--- src/rtl/load_store_unit.sv ---
// RV32I memory stage: issues byte/half/word loads and stores over a req/gnt/rvalid port,
// aligns and extends load data and drives the register-file write port.
module load_store_unit #(
    parameter int TIMEOUT = 16
) (
    input  logic        CLK,
    input  logic        RESET_N,
    input  logic        START,
    input  logic        OP_LOAD,
    input  logic        OP_STORE,
    input  logic [2:0]  FUNCT3,
    input  logic [31:0] ADDR,
    input  logic [31:0] STORE_DATA,
    input  logic [4:0]  RD,
    output logic        BUSY,
    output logic        DONE,
    output logic        ERR,
    output logic [1:0]  ERR_CAUSE,
    output logic        MEM_REQ,
    output logic        MEM_WE,
    output logic [31:0] MEM_ADDR,
    output logic [3:0]  MEM_BE,
    output logic [31:0] MEM_WDATA,
    input  logic        MEM_GNT,
    input  logic        MEM_RVALID,
    input  logic [31:0] MEM_RDATA,
    output logic        WB_WE,
    output logic [4:0]  WB_REG,
    output logic [31:0] WB_DATA
);
    localparam int CW = $clog2(TIMEOUT + 2);

    typedef enum logic [2:0] {S_IDLE, S_REQ, S_WAIT_R, S_WB, S_DONE_S, S_ERRS} state_t;

    state_t        state_q, state_d;
    logic [CW-1:0] cnt_q, cnt_d;
    logic [2:0]    funct3_q, funct3_d;
    logic [1:0]    lane_q, lane_d;
    logic [4:0]    rd_q, rd_d;
    logic [1:0]    err_cause_q, err_cause_d;
    logic          mem_we_q, mem_we_d;
    logic [31:0]   mem_addr_q, mem_addr_d;
    logic [3:0]    mem_be_q, mem_be_d;
    logic [31:0]   mem_wdata_q, mem_wdata_d;
    logic [31:0]   wb_data_q, wb_data_d;
    logic          busy_q, busy_d;
    logic          done_q, done_d;
    logic          err_q, err_d;
    logic          mem_req_q, mem_req_d;
    logic          wb_we_q, wb_we_d;

    logic          ld_ok, st_ok, illegal, misaligned, timed_out;
    logic [7:0]    ld_byte;
    logic [15:0]   ld_half;
    logic [31:0]   ld_result;

    assign ld_ok      = FUNCT3 inside {3'b000, 3'b001, 3'b010, 3'b100, 3'b101};
    assign st_ok      = FUNCT3 inside {3'b000, 3'b001, 3'b010};
    assign illegal    = (OP_LOAD && OP_STORE) || (OP_LOAD ? !ld_ok : !st_ok);
    assign misaligned = ((FUNCT3[1:0] == 2'b01) && ADDR[0]) ||
                        ((FUNCT3[1:0] == 2'b10) && (ADDR[1:0] != 2'b00));
    assign timed_out  = (TIMEOUT != 0) && (int'(cnt_q) == TIMEOUT - 1);

    // Lane extraction uses the address captured at START, not the live ADDR input.
    always_comb begin
        case (lane_q)
            2'd0:    ld_byte = MEM_RDATA[7:0];
            2'd1:    ld_byte = MEM_RDATA[15:8];
            2'd2:    ld_byte = MEM_RDATA[23:16];
            default: ld_byte = MEM_RDATA[31:24];
        endcase
        ld_half = lane_q[1] ? MEM_RDATA[31:16] : MEM_RDATA[15:0];
        case (funct3_q)
            3'b000:  ld_result = {{24{ld_byte[7]}}, ld_byte};
            3'b001:  ld_result = {{16{ld_half[15]}}, ld_half};
            3'b100:  ld_result = {24'd0, ld_byte};
            3'b101:  ld_result = {16'd0, ld_half};
            default: ld_result = MEM_RDATA;
        endcase
    end

    always_comb begin
        state_d     = state_q;
        cnt_d       = '0;
        funct3_d    = funct3_q;
        lane_d      = lane_q;
        rd_d        = rd_q;
        err_cause_d = err_cause_q;
        mem_we_d    = mem_we_q;
        mem_addr_d  = mem_addr_q;
        mem_be_d    = mem_be_q;
        mem_wdata_d = mem_wdata_q;
        wb_data_d   = wb_data_q;

        case (state_q)
            S_IDLE: begin
                if (START && (OP_LOAD || OP_STORE)) begin
                    err_cause_d = 2'b00;
                    funct3_d    = FUNCT3;
                    lane_d      = ADDR[1:0];
                    rd_d        = RD;
                    mem_we_d    = OP_STORE;
                    mem_addr_d  = {ADDR[31:2], 2'b00};
                    case (FUNCT3[1:0])
                        2'b00: begin
                            mem_be_d    = 4'b0001 << ADDR[1:0];
                            mem_wdata_d = {4{STORE_DATA[7:0]}};
                        end
                        2'b01: begin
                            mem_be_d    = ADDR[1] ? 4'b1100 : 4'b0011;
                            mem_wdata_d = {2{STORE_DATA[15:0]}};
                        end
                        default: begin
                            mem_be_d    = 4'b1111;
                            mem_wdata_d = STORE_DATA;
                        end
                    endcase
                    if (illegal) begin
                        state_d     = S_ERRS;
                        err_cause_d = 2'b10;
                    end else if (misaligned) begin
                        state_d     = S_ERRS;
                        err_cause_d = 2'b01;
                    end else begin
                        state_d = S_REQ;
                    end
                end
            end
            S_REQ: begin
                if (MEM_GNT) begin
                    state_d = mem_we_q ? S_DONE_S : S_WAIT_R;
                end else if (timed_out) begin
                    state_d     = S_ERRS;
                    err_cause_d = 2'b11;
                end else begin
                    cnt_d = cnt_q + CW'(1);
                end
            end
            S_WAIT_R: begin
                if (MEM_RVALID) begin
                    state_d   = S_WB;
                    wb_data_d = ld_result;
                end else if (timed_out) begin
                    state_d     = S_ERRS;
                    err_cause_d = 2'b11;
                end else begin
                    cnt_d = cnt_q + CW'(1);
                end
            end
            default: state_d = S_IDLE;
        endcase

        // Outputs are decoded from the next state so they come straight out of flops.
        busy_d    = (state_d != S_IDLE);
        mem_req_d = (state_d == S_REQ);
        done_d    = (state_d == S_WB) || (state_d == S_DONE_S) || (state_d == S_ERRS);
        err_d     = (state_d == S_ERRS);
        wb_we_d   = (state_d == S_WB) && (rd_d != 5'd0);
    end

    always_ff @(posedge CLK or negedge RESET_N) begin
        if (!RESET_N) begin
            state_q     <= S_IDLE;
            cnt_q       <= '0;
            funct3_q    <= '0;
            lane_q      <= '0;
            rd_q        <= '0;
            err_cause_q <= '0;
            mem_we_q    <= 1'b0;
            mem_addr_q  <= '0;
            mem_be_q    <= '0;
            mem_wdata_q <= '0;
            wb_data_q   <= '0;
            busy_q      <= 1'b0;
            done_q      <= 1'b0;
            err_q       <= 1'b0;
            mem_req_q   <= 1'b0;
            wb_we_q     <= 1'b0;
        end else begin
            state_q     <= state_d;
            cnt_q       <= cnt_d;
            funct3_q    <= funct3_d;
            lane_q      <= lane_d;
            rd_q        <= rd_d;
            err_cause_q <= err_cause_d;
            mem_we_q    <= mem_we_d;
            mem_addr_q  <= mem_addr_d;
            mem_be_q    <= mem_be_d;
            mem_wdata_q <= mem_wdata_d;
            wb_data_q   <= wb_data_d;
            busy_q      <= busy_d;
            done_q      <= done_d;
            err_q       <= err_d;
            mem_req_q   <= mem_req_d;
            wb_we_q     <= wb_we_d;
        end
    end

    assign BUSY      = busy_q;
    assign DONE      = done_q;
    assign ERR       = err_q;
    assign ERR_CAUSE = err_cause_q;
    assign MEM_REQ   = mem_req_q;
    assign MEM_WE    = mem_we_q;
    assign MEM_ADDR  = mem_addr_q;
    assign MEM_BE    = mem_be_q;
    assign MEM_WDATA = mem_wdata_q;
    assign WB_WE     = wb_we_q;
    assign WB_REG    = rd_q;
    assign WB_DATA   = wb_data_q;

endmodule

--- config.mk ---
export PLATFORM = sky130hd
export DESIGN_NAME = load_store_unit
export DESIGN_NICKNAME = d
export VERILOG_FILES = /design/src/rtl/load_store_unit.sv
export SDC_FILE = /design/constraint.sdc
export NUM_CORES = 1
export LEC_CHECK = 0
export ABC_AREA = 1
export BUFFER_PORTS_ARGS = -buffer_cell sky130_fd_sc_hd__buf_2
export CORE_ASPECT_RATIO = 0.5
export CORE_UTILIZATION = 45
export CTS_CLUSTER_SIZE = 20
export DETAILED_ROUTE_END_ITERATION = 8
export PLACE_DENSITY = 0.77
export SLEW_MARGIN = 25
export SYNTH_ARGS = -nofsm -noshare
export SYNTH_HDL_FRONTEND = slang
export SYNTH_SLANG_ARGS = --single-unit
--- constraint.sdc ---
create_clock -name CLK -period 1.2 [get_ports CLK]
set_input_delay 0.06 -clock CLK [delete_from_list [all_inputs] [get_ports CLK]]
set_output_delay 0.06 -clock CLK [all_outputs]
set_load 0.1 [all_outputs]
==> metrics.md, run 1 <==
| Metric | Value |
|---|---|
| Outcome | `complete, but fails checks` |
| Failing checks | `setup timing` |
| Area after detailed placement | `about 7600 sq um` |
| Share of cells above drive strength 1 | `a little over a third` |
| Commonest non-fill, non-tap cell in the layout | `sky130_fd_sc_hd__nand2_1` |
| Site Rows | `29` |
| Diodes inserted | `0` |
| Largest clock skew in the final design | `roughly 0.016 ns` |
| Part of the cycle the worst path needs | `128.2%` |
| Weighted congestion reported at the end of routability-driven placement | `0.8742` |
| Filler-free cell count of the finished design | `about 1,300` |
| Achievable frequency | `roughly 650 MHz` |
| First-pass GRT wire length | `around 30 mm` |
| Netlist cell types | `27` |
| Root buffer cell | `sky130_fd_sc_hd__clkbuf_16` |
| Layout-stage area growth over the synthesis result | `64.23%` |
| Synthesized flop and latch total | `between 100 and 150` |
| Met2 Usage GRT | `49.19%` |
| Worst Setup Slack, final | `-0.3379 ns` |
| Antenna violations before repair | `0` |
| Proportion of synthesized chip area in sequential cells | `between 50% and 60%` |
| Crit path DAT | `1.82 ns` |
| Placeable core region | `roughly 13,000 sq um` |
| Most common flop cell mapped by yosys | `sky130_fd_sc_hd__dfrtp_1` |
| H-tree levels | `4` |
| Fill cell total of the finished layout | `between 700 and 800` |
| Delay of the slowest cell on the worst path | `slightly above 0.4 ns` |
| CTS tree | `done` |
| Wire length reported by the detailed router | `between 20 and 25 mm` |
| Warnings from Yosys | `0` |
| Pre-antenna DRT Iters | `8` |
| Number of pins with negative max-slew slack in the final report | `0` |
| Drt first-iter violations | `530` |
| Insertion delay to the later sink of the worst-skew pair | `0.43 ns` |
| Number of placed instances, taps included | `approximately 1,200` |
| Gate count of the mapped netlist | `748` |
| Setup repair after global routing missed its margin | `yes` |
| Overall Global Routing Usage | `around 29%` |
| Vias | `6,792` |
| Post-route minimum period | `approximately 1.5 ns` |
| Largest net degree at the start of global routing | `just under 60` |
| Post-Synthesis Mean Instance Area | `just under 8 sq um` |
| List of cells traversed by the critical path | `inv_2 -> nand2_2 -> nor2_4 -> nand2_4 -> buf_12 -> buf_12 -> nand2_1 -> nand2_1` |
| Die area | `13,530 sq um` |
| Total grt overflow | `0` |
| Most used cells in the layout excluding fill and tap cells | `sky130_fd_sc_hd__nand2_1 (246), sky130_fd_sc_hd__buf_4 (130), sky130_fd_sc_hd__dfrtp_1 (111)` |
| Number of nets in the layout | `1,212` |
| Number of hold violations in the final report | `0` |
| Number of DRC violations after detailed routing | `0` |
| Starting utilization of the core area | `46.22%` |
| Cell Area, Synth | `5869 sq um` |
| Vias per inst | `around 5.3` |
| Via count of the first global-routing pass | `6,272` |
| Number of buffers inserted during clock tree synthesis | `17` |
| Number of primary I/O pins | `224` |
| Met3 capacity usage during global routing | `under 10%` |
| Fraction of synthesis flops using an asynchronous set or reset pin | `100.0%` |
| Vertical extent of the die | `82.76 um` |
| Number of synthesized flops with an enable pin | `0` |
| Die Width | `163.5 um` |
| Number of nets still failing antenna checks after routing | `0` |
| Clock sink total | `124` |
| Worst hold-check path type | `input port to flop` |
| Max-cap check violation count | `0` |
| Most utilized layer in the global route result | `met2` |
| Total half-perimeter wirelength after legalization and detailed placement | `12.10 mm` |
| Final routed wire length divided by cell count | `between 15 and 20 um` |
| Met1 Resource Use GR | `a little over a third` |
| Final design instance area without fill | `slightly below 10,000 sq um` |
| Clock transition at the registers of the reported paths | `0.06 ns` |
| Bufs on Longest Clock Path | `2` |
| CP Launch Type | `flop` |
| Kind of end point of the critical path | `flop` |
| CP Max Fanout | `26` |
| Count of port buffers added during placement | `221` |
| Crit path max-delay cell type | `sky130_fd_sc_hd__dfrtp_1` |
| Final setup violating endpoints | `between 100 and 150` |
| Critical path class | `flop to flop` |
| Required time of the critical path | `~1.5 ns` |
==> repair_timing <==
action | 4_1_cts | 5_1_grt
endpoints found under the setup margin | 233 | 157
resized for setup | 124 | 66
endpoints found under the hold margin | 200 | 0
hold buffers | 76 | 0
buffers inserted | 6 | 3
cloned | 4 | 3
pin swaps | 3 | 3
==> worst max-delay path: cells and delay by family (launching register included) <==
family / cells / cell delay [ns]
buffers and inverters: 3 / 0.46
DFF: 1 / 0.41
and+or+nand+nor: 5 / 0.53
==> cell usage after synthesis (3+ instances only) <==
master / number / area share, %
sky130_fd_sc_hd__buf_6: 6 / 1.2
sky130_fd_sc_hd__clkbuf_1: 15 / 0.96
sky130_fd_sc_hd__inv_1: 71 / 4.5
sky130_fd_sc_hd__o21ai_1: 12 / 1.0
sky130_fd_sc_hd__nand2_1: 256 / 16
sky130_fd_sc_hd__inv_2: 6 / 0.38
sky130_fd_sc_hd__o21ai_0: 69 / 5.9
sky130_fd_sc_hd__nor3_1: 3 / 0.26
sky130_fd_sc_hd__dfrtp_1: 124 / 53
sky130_fd_sc_hd__nand3_1: 45 / 3.8
sky130_fd_sc_hd__buf_2: 9 / 0.77
sky130_fd_sc_hd__nor2_1: 42 / 2.7
sky130_fd_sc_hd__o211ai_1: 10 / 1.3
sky130_fd_sc_hd__buf_4: 11 / 1.4
sky130_fd_sc_hd__nor2_2: 4 / 0.43
sky130_fd_sc_hd__a21oi_1: 52 / 4.4
==> path summary, 6_finish.rpt <==
check | from | to | slack [ns] | cells past startpoint
min in group asynchronous | RESET_N | WB_DATA[31] | 0.08 | 2
worst max register to register | state_q[2] | MEM_ADDR[16] | -0.34 | 8
worst min register to register | MEM_WDATA[21] | MEM_WDATA[21] | 0.47 | 2
worst max-delay path | state_q[2] | MEM_ADDR[16] | -0.34 | 8
worst min-delay path | MEM_GNT | state_q[2] | 0.007 | 3
max in group asynchronous | RESET_N | MEM_WDATA[8] | 0.52 | 3
==> cell families after synthesis <==
group / share of synthesized area (%)
flip-flops: 52.87
XOR/XNOR: 0.2985
other: 0.06389
AND/OR/NAND/NOR: 24.28
AO/OA/AOI/OAI: 13.07
adder cells (fa/ha/maj): 0.2131
buffers and inverters: 9.209
==> through the flow <==
step	hold WS, ns	worst slack (ns)	utilization, %	TNS, ns
6_report	0.007006	-0.3379	75.90	-20.63
5_1_grt	0.02751	-0.3723	75.90	-29.43
4_1_cts	0.002508	-0.1630	73.98	-13.97
3_5_place_dp	-0.02461	-0.2425	59.82	-18.20
3_3_place_gp	-0.02271	-0.1827	59.82	-12.66
2_1_floorplan	-0.2356	-0.1566	-	-10.98
==> registers in the layout (all words and copies together), names as in the netlist, 3 cells and up <==
signal and cells:
MEM_ADDR 30, MEM_BE 4, MEM_WDATA 32, WB_DATA 32, WB_REG 5, cnt_q 5, funct3_q 3, state_q 3
==> routing by layer <==
| layer | share of wire, % | vias to the layer above | routed length (um) |
|---|---|---|---|
| li1 | - | 3095 | - |
| met1 | 40 | 3222 | 8512 |
| met2 | 50 | 380 | 10640 |
| met3 | 6.9 | 95 | 1477 |
| met4 | 3.9 | 0 | 842 |
| met5 | 0 | - | 0 |
==> area by class of cell <==
| cell class | instances | area (sq um) | share of cell area, % |
|---|---|---|---|
| clock inverters | 12 | 141.4 | 1.467 |
| multi-input cells | 507 | 2376 | 24.65 |
| clock buffers | 20 | 456.7 | 4.738 |
| inverters | 77 | 294.0 | 3.050 |
| flip-flops and latches | 124 | 3119 | 32.36 |
| repair buffers | 373 | 3039 | 31.53 |
| well taps | 170 | 212.7 | 2.207 |
Power of run 1 is left out: the tool's default activity adds up to more than one toggle a clock period on the data nets, which glitch-free logic cannot reach.
==> run 2, diff against run 1 <==
--- a/config.mk
+++ b/config.mk
@@ -8,10 +8,9 @@
 export ABC_AREA = 1
 export BUFFER_PORTS_ARGS = -buffer_cell sky130_fd_sc_hd__buf_2
 export CORE_ASPECT_RATIO = 0.5
-export CORE_UTILIZATION = 45
+export CORE_UTILIZATION = 32
 export CTS_CLUSTER_SIZE = 20
 export DETAILED_ROUTE_END_ITERATION = 8
-export PLACE_DENSITY = 0.77
 export SLEW_MARGIN = 25
 export SYNTH_ARGS = -nofsm -noshare
 export SYNTH_HDL_FRONTEND = slang
==> run 2 against run 1 <==
Register-to-register slack gained 0.05 ns. Largest cell class is now non-clock buffers. Setup slack gained 0.051 ns. Highest routed layer unchanged. Cell count grew 5.1%. Clock skew shrank 0.0032 ns. Global-route usage shrank 7.1 points. The flow finishes with violations (DRC, setup timing). Critical path depth is the same. Sequential share of layout area shrank 1.6 points. Maximum frequency grew 3.4%. Sequential cell count is the same. Wire length shrank 3.9%. Clock-buffer cell count is the same. Non-clock buffer count grew 1.
==> metrics.md, run 2 (synthesis results as in run 1) <==
| Metric | Value |
|---|---|
| Failing checks | `DRC, setup timing` |
| Worst Hold Path Cells | `5 (+2)` |
| Worst-case reg-to-reg path depth | `8 (unchanged)` |
| Antenna violations before repair | `0 (unchanged)` |
| Die Width | `193.5 um (+18%)` |
| Drt first-iter violations | `231 (-56%)` |
| Diodes inserted | `0 (unchanged)` |
| Site Rows | `34 (+17%)` |
| Bufs on Longest Clock Path | `2 (unchanged)` |
| Starting utilization of the core area | `33.25% (-13 points)` |
| Count of port buffers added during placement | `221 (unchanged)` |
| Number of buffers inserted during clock tree synthesis | `17 (unchanged)` |
| Overall Global Routing Usage | `21.60% (-7.1 points)` |
| Via count of the first global-routing pass | `6,377 (+1.7%)` |
| Clock transition at the registers of the reported paths | `0.06 ns (about the same)` |
| Vias | `6,379 (-6.1%)` |
| Worst reg2reg path startpoint | `state_q[2]` |
| R2r setup slk | `-0.29 ns (+0.05 ns)` |
| Kind of end point of the critical path | `flop` |
| Part of the cycle the worst path needs | `123.9% (-4.3 points)` |
| Post-route minimum period | `1.487 ns (-0.05121 ns)` |
| CP Launch Type | `flop` |
| Share of cells above drive strength 1 | `39.91% (+5.1 points)` |
| Wire length reported by the detailed router | `20.64 mm (-3.9%)` |
| Weighted congestion reported at the end of routability-driven placement | `0.8236 (-5.8%)` |
| Layout-stage area growth over the synthesis result | `72.69%` |
| Clock sink total | `124 (unchanged)` |
| First-pass GRT wire length | `32.60 mm (+9.8%)` |
| Placeable core region | `17,650 sq um (+39%)` |
| Largest net degree at the start of global routing | `46 (-21%)` |
| Achievable frequency | `672.6 MHz (+3.4%)` |
| Worst hold-check path type | `input port to flop` |
| Delay of the slowest cell on the worst path | `0.40 ns (about the same)` |
| Number of hold violations in the final report | `0 (unchanged)` |
| Root buffer cell | `sky130_fd_sc_hd__clkbuf_16` |
| Largest clock skew in the final design | `0.01258 ns (-0.003182 ns)` |
| Crit path max-delay family | `simple AND/OR/NAND/NOR gates` |
| Final design instance area without fill | `10,140 sq um (+5.2%)` |
| Final routed wire length divided by cell count | `15.30 um (-8.6%)` |
| Required time of the critical path | `1.49 ns (about the same)` |
| Final setup violating endpoints | `126 (unchanged)` |
| CTS tree | `done` |
| Startpoint of the tightest hold check path | `MEM_RDATA[30]` |
| Worst Hold End | `WB_DATA[30]` |
| Vertical extent of the die | `97.77 um (+18%)` |
| Number of nets in the layout | `1,214 (+0.17%)` |
| Die area | `18,920 sq um (+40%)` |
| Crit path max-delay cell type | `sky130_fd_sc_hd__dfrtp_1` |
| Fill cell total of the finished layout | `1,536 (+93%)` |
| Number of nets still failing antenna checks after routing | `0 (unchanged)` |
| Number of pins with negative max-slew slack in the final report | `0 (unchanged)` |
| Number of placed instances, taps included | `1,210 (+4.4%)` |
| Insertion delay to the later sink of the worst-skew pair | `0.42 ns (about the same)` |
| Endpoint of the worst register-to-register path | `MEM_BE[3]` |
| Max-cap check violation count | `0 (unchanged)` |
| Vias per inst | `4.729 (-11%)` |
| Area after detailed placement | `7757 sq um (+2.1%)` |
| Worst Setup Slack, final | `-0.2867 ns (+0.05121 ns)` |
| Filler-free cell count of the finished design | `1,349 (+5.1%)` |
| Critical path class | `flop to flop` |
| Setup repair after global routing missed its margin | `yes` |
| Number of primary I/O pins | `224 (unchanged)` |
| H-tree levels | `4 (unchanged)` |
| List of cells traversed by the critical path | `inv_2 -> nand2_2 -> nor2_4 -> nand2_8 -> buf_6 -> clkbuf_16 -> nand2_1 -> nand3_1` |
| CP Buf/Inv Count | `3 (unchanged)` |
| Number of DRC violations after detailed routing | `8 (+8)` |
| Most used cells in the layout excluding fill and tap cells | `sky130_fd_sc_hd__nand2_1 (213), sky130_fd_sc_hd__buf_4 (140), sky130_fd_sc_hd__dfrtp_1 (110)` |
| Commonest non-fill, non-tap cell in the layout | `sky130_fd_sc_hd__nand2_1` |
| Pre-antenna DRT Iters | `7 (-1)` |
| Total half-perimeter wirelength after legalization and detailed placement | `12.91 mm (+6.7%)` |
| Outcome | `complete, but fails checks` |
| Total grt overflow | `0 (unchanged)` |
| CP Max Fanout | `13 (-50%)` |
| Crit path DAT | `1.78 ns (-0.04 ns)` |
-- run 2: timing repair --
item	CTS	global route
pin swaps	4	14
resized for setup	163	94
hold buffers	79	1
cloned	4	3
setup endpoints to repair	221	126
endpoints found under the hold margin	204	1
setup buffers	15	9
-- run 2: area by class of cell --
type | instances | area, sq um | area share [%]
multi-input cells | 508 | 2608 | 25.73
inverters | 77 | 289.0 | 2.851
repair buffers | 374 | 3233 | 31.90
flip-flops and latches | 124 | 3120 | 30.79
well taps | 234 | 292.8 | 2.889
clock inverters | 12 | 136.4 | 1.346
clock buffers | 20 | 456.7 | 4.506
-- run 2: worst max path at each step --
stage / from / endpoint / slack, ns / cells past startpoint
floorplan: state_q[2] / MEM_WDATA[10] / -0.16 / 9
global placement: state_q[2] / MEM_WDATA[17] / -0.22 / 8
detailed placement: state_q[2] / MEM_WDATA[17] / -0.23 / 8
CTS: cnt_q[0] / MEM_REQ / -0.21 / 9
global route: state_q[1] / MEM_BE[3] / -0.34 / 8
finish: state_q[2] / MEM_BE[3] / -0.29 / 8
-- run 2: metal layers --
layer	GRT usage, %	routed length, um	up-vias
li1	-	-	3095
met1	27.77	9319	3043
met2	36.68	9938	203
met3	3.869	930	38
met4	7.938	449	0
met5	0	0	-
-- run 2: stage by stage --
step | TNS [ns] | hold slack (ns) | util [%] | setup slack (ns)
after global placement | -11.91 | -0.007457 | 43.94 | -0.2150
after floorplan | -10.98 | -0.2356 | - | -0.1566
final | -24.54 | 0.005183 | 57.41 | -0.2867
after detailed placement | -15.40 | -0.006335 | 43.94 | -0.2317
after global routing | -32.76 | 0.02621 | 57.41 | -0.3380
after CTS | -16.04 | 0.001072 | 55.16 | -0.2126
-- run 2: tightest hold or removal path: cells and delay by family --
| kind | cells | cell delay, ns |
|---|---|---|
| AND/OR/NAND/NOR | 1 | 0.07 |
| buffers and inverters | 2 | 0.14 |
| AO/OA/AOI/OAI | 2 | 0.11 |
Power of run 2 is left out for the same reason.
==> run 3, diff against run 2 <==
--- a/config.mk
+++ b/config.mk
@@ -5,12 +5,13 @@
 export SDC_FILE = /design/constraint.sdc
 export NUM_CORES = 1
 export LEC_CHECK = 0
-export ABC_AREA = 1
+export ABC_AREA = 0
 export BUFFER_PORTS_ARGS = -buffer_cell sky130_fd_sc_hd__buf_2
 export CORE_ASPECT_RATIO = 0.5
 export CORE_UTILIZATION = 32
 export CTS_CLUSTER_SIZE = 20
 export DETAILED_ROUTE_END_ITERATION = 8
+export PLACE_DENSITY = 0.7
 export SLEW_MARGIN = 25
 export SYNTH_ARGS = -nofsm -noshare
 export SYNTH_HDL_FRONTEND = slang
==> run 3 against run 2 <==
The run ends with setup timing left. Cell area increased by 0.93%. Synthesized cell count decreased by 18%. Clock-buffer cell count decreased by 2. Critical path type unchanged. Critical endpoint is now ERR_CAUSE[1]. Highest routed layer unchanged.
==> metrics.md, run 3 <==
| Metric | Value |
|---|---|
| Largest net degree at the start of global routing | `58 (+26%)` |
| Pre-antenna DRT Iters | `6 (-1)` |
| Commonest cells post-synth | `sky130_fd_sc_hd__nand2_1 (206), sky130_fd_sc_hd__dfrtp_1 (124), sky130_fd_sc_hd__o21ai_0 (48)` |
| Wire length reported by the detailed router | `22.17 mm (+7.4%)` |
| Warnings from Yosys | `0 (unchanged)` |
| Vias | `6,234 (-2.3%)` |
| Netlist cell types | `47 (+74%)` |
| Number of hold violations in the final report | `0 (unchanged)` |
| Count of port buffers added during placement | `221 (unchanged)` |
| Overall Global Routing Usage | `23.24% (+1.6 points)` |
| Outcome | `complete, but fails checks` |
| Most common flop cell mapped by yosys | `sky130_fd_sc_hd__dfrtp_1` |
| Die area | `18,170 sq um (-3.9%)` |
| CP Launch Type | `flop` |
| Post-Synthesis Mean Instance Area | `9.146 sq um (+17%)` |
| Failing checks | `setup timing` |
| Portion of synthesized cell area occupied by the leading cell type | `55.07% (+2.2 points)` |
| H-tree levels | `4 (unchanged)` |
| Insertion delay to the later sink of the worst-skew pair | `0.42 ns (about the same)` |
| Critical path class | `flop to flop` |
| R2r setup slk | `-0.49 ns (-0.20 ns)` |
| Site Rows | `33 (-2.9%)` |
| Gate count of the mapped netlist | `616 (-18%)` |
| Vertical extent of the die | `95.83 um (-2.0%)` |
| Final setup violating endpoints | `124 (-1.6%)` |
| Synthesized flop and latch total | `124 (unchanged)` |
| Most frequent cell after synthesis | `sky130_fd_sc_hd__nand2_1` |
| Layout-stage area growth over the synthesis result | `81.57%` |
| Setup repair after global routing missed its margin | `yes` |
| Crit path DAT | `1.98 ns (+0.20 ns)` |
| Combinational family with the most area after synthesis | `simple AND/OR/NAND/NOR gates` |
| Commonest non-fill, non-tap cell in the layout | `sky130_fd_sc_hd__nand2_1` |
| Simple-gate area share of the yosys netlist | `23.01% (-1.3 points)` |
| Bufs on Longest Clock Path | `2 (unchanged)` |
| Achievable frequency | `591.9 MHz (-12%)` |
| Largest clock skew in the final design | `0.01227 ns (-0.0003083 ns)` |
| Final core utilization | `60.87% (+3.5 points)` |
| Final-layout worst hold slack | `0.03975 ns (+0.03457 ns)` |
| Kind of end point of the critical path | `flop` |
| Die Width | `189.7 um (-2.0%)` |
| Most used cells in the layout excluding fill and tap cells | `sky130_fd_sc_hd__nand2_1 (202), sky130_fd_sc_hd__buf_4 (151), sky130_fd_sc_hd__dfrtp_1 (120)` |
| Area share of fa/ha/maj cells after synthesis | `0.2221% (+0.0089 points)` |
| First-pass GRT wire length | `32.59 mm (about the same)` |
| Cell types occupying the most area after synthesis | `sky130_fd_sc_hd__dfrtp_1 (55%), sky130_fd_sc_hd__nand2_1 (14%), sky130_fd_sc_hd__mux2i_1 (4.4%), sky130_fd_sc_hd__o21ai_0 (4.3%), sky130_fd_sc_hd__nand3_1 (3.2%)` |
| Clock transition at the registers of the reported paths | `0.06 ns (about the same)` |
| Total grt overflow | `0 (unchanged)` |
| Number of primary I/O pins | `224 (unchanged)` |
| Number of nets in the layout | `1,114 (-8.2%)` |
| Number of DRC violations after detailed routing | `0 (-8)` |
| Worst hold-check path type | `input port to flop` |
| Clock sink total | `124 (unchanged)` |
| Required time of the critical path | `1.50 ns (about the same)` |
| Number of nets still failing antenna checks after routing | `0 (unchanged)` |
| Antenna violations before repair | `0 (unchanged)` |
| Part of the cycle the worst path needs | `140.8% (+17 points)` |
| Starting utilization of the core area | `33.53% (+0.28 points)` |
| Proportion of synthesized chip area in sequential cells | `55.07% (+2.2 points)` |
| Post-route minimum period | `1.689 ns (+0.2027 ns)` |
| Multiplexer share of the synthesized area | `7.040% (+7.0 points)` |
| CP Max Fanout | `7 (-6)` |
| Via count of the first global-routing pass | `6,343 (-0.53%)` |
| CTS tree | `done` |
| Number of synthesized flops with an enable pin | `0 (unchanged)` |
| Placeable core region | `16,800 sq um (-4.8%)` |
| Fraction of synthesis flops using an asynchronous set or reset pin | `100.0% (unchanged)` |
| Number of placed instances, taps included | `1,083 (-10%)` |
| Number of pins with negative max-slew slack in the final report | `0 (unchanged)` |
| Weighted congestion reported at the end of routability-driven placement | `0.8916 (+8.3%)` |
| Vias per inst | `5.015 (+6.1%)` |
| Filler-free cell count of the finished design | `1,243 (-7.9%)` |
| Number of buffers inserted during clock tree synthesis | `17 (unchanged)` |
| Largest area contributor in the netlist | `sky130_fd_sc_hd__dfrtp_1` |
| Share of cells above drive strength 1 | `40.99% (+1.1 points)` |
| Compound-cell area share of the yosys netlist | `10.30% (-2.8 points)` |
| Final routed wire length divided by cell count | `17.83 um (+17%)` |
| Share of the synthesized netlist area taken by xor and xnor gates | `0.3109% (+0.012 points)` |
| Drt first-iter violations | `366 (+58%)` |
| Cell Area, Synth | `5634 sq um (-4.0%)` |
| Worst Setup Slack, final | `-0.4894 ns (-0.2027 ns)` |
| Root buffer cell | `sky130_fd_sc_hd__clkbuf_16` |
| Fill cell total of the finished layout | `1,207 (-21%)` |
| Total half-perimeter wirelength after legalization and detailed placement | `12.22 mm (-5.4%)` |
| Max-cap check violation count | `0 (unchanged)` |
[run 3: cell count changes after synthesis, moves of 10 or more]
cell and change:
sky130_fd_sc_hd__inv_1 -61, sky130_fd_sc_hd__nand2_1 -50, sky130_fd_sc_hd__a21oi_1 -32, sky130_fd_sc_hd__mux2i_1 +25, sky130_fd_sc_hd__o21ai_0 -21, sky130_fd_sc_hd__mux2_2 +11, sky130_fd_sc_hd__nor2_1 -11, sky130_fd_sc_hd__o21ai_1 -11
sky130_fd_sc_hd__o211ai_1 -10
[run 3: per-stage QoR]
stage | worst slack [ns] | setup TNS [ns] | cell area [sq um]
after global placement | -0.4175 | -40.01 | 7621
after floorplan | -0.4481 | -33.71 | 5833
after CTS | -0.4371 | -43.28 | 10030
after global routing | -0.5958 | -54.96 | 10230
final | -0.4894 | -46.92 | 10230
after detailed placement | -0.4875 | -46.40 | 7621
[run 3: final cells by class]
cell class / count / area [sq um] / area share, %
diodes: 1 / 2.502 / 0.02446
inverters: 10 / 37.54 / 0.3669
well taps: 227 / 284.0 / 2.776
clock inverters: 14 / 135.1 / 1.321
flip-flops and latches: 124 / 3108 / 30.38
clock buffers: 18 / 429.2 / 4.195
repair buffers: 404 / 3573 / 34.93
multi-input cells: 445 / 2660 / 26.00
[run 3: path summary, 6_finish.rpt]
kind / end / depth (start not counted) / from
max: ERR_CAUSE[1] / 5 / state_q[1]
min: WB_DATA[23] / 4 / MEM_RDATA[23]
max reg2reg: ERR_CAUSE[1] / 5 / state_q[1]
min reg2reg: MEM_ADDR[21] / 2 / MEM_ADDR[21]
max in group asynchronous: MEM_ADDR[28] / 3 / RESET_N
min in group asynchronous: MEM_ADDR[24] / 2 / RESET_N
[run 3: kinds of logic (layout without fill, tap and decap cells)]
| logic type | after synthesis | in the layout |
|---|---|---|
| other | 1 | 3 |
| adder cells (fa/ha/maj) | 1 | 1 |
| AND/OR/NAND/NOR | 302 | 303 |
| flip-flops | 124 | 124 |
| XOR/XNOR | 2 | 2 |
| multiplexers | 37 | 37 |
| AO/OA/AOI/OAI | 100 | 100 |
| buffers and inverters | 49 | 446 |
[run 3: critical path: stages (launching register included)]
cell and delay [ns]:
sky130_fd_sc_hd__dfrtp_2 0.48, sky130_fd_sc_hd__nand2b_1 0.22, sky130_fd_sc_hd__a21o_1 0.23, sky130_fd_sc_hd__o21ai_2 0.19
sky130_fd_sc_hd__o311ai_2 0.14, sky130_fd_sc_hd__mux2_2 0.30
[run 3: routing by layer]
layer,routed length [um],GRT usage [%],up-vias,part of all wire [%]
li1,-,-,2848,-
met4,830,14.45,0,3.7
met3,1023,3.864,69,4.6
met2,11040,39.47,259,50
met1,9267,28.20,3058,42
met5,0,0,-,0
[run 3: timing repair]
action                                  4_1_cts  5_1_grt
resized for setup                           159       41
cloned                                       11        0
hold buffers                                 96        0
endpoints found under the setup margin      221      125
hold endpoints to repair                    220        0
pin swaps                                    22       13
buffers inserted                             18        5
Power of run 3 is left out for the same reason.
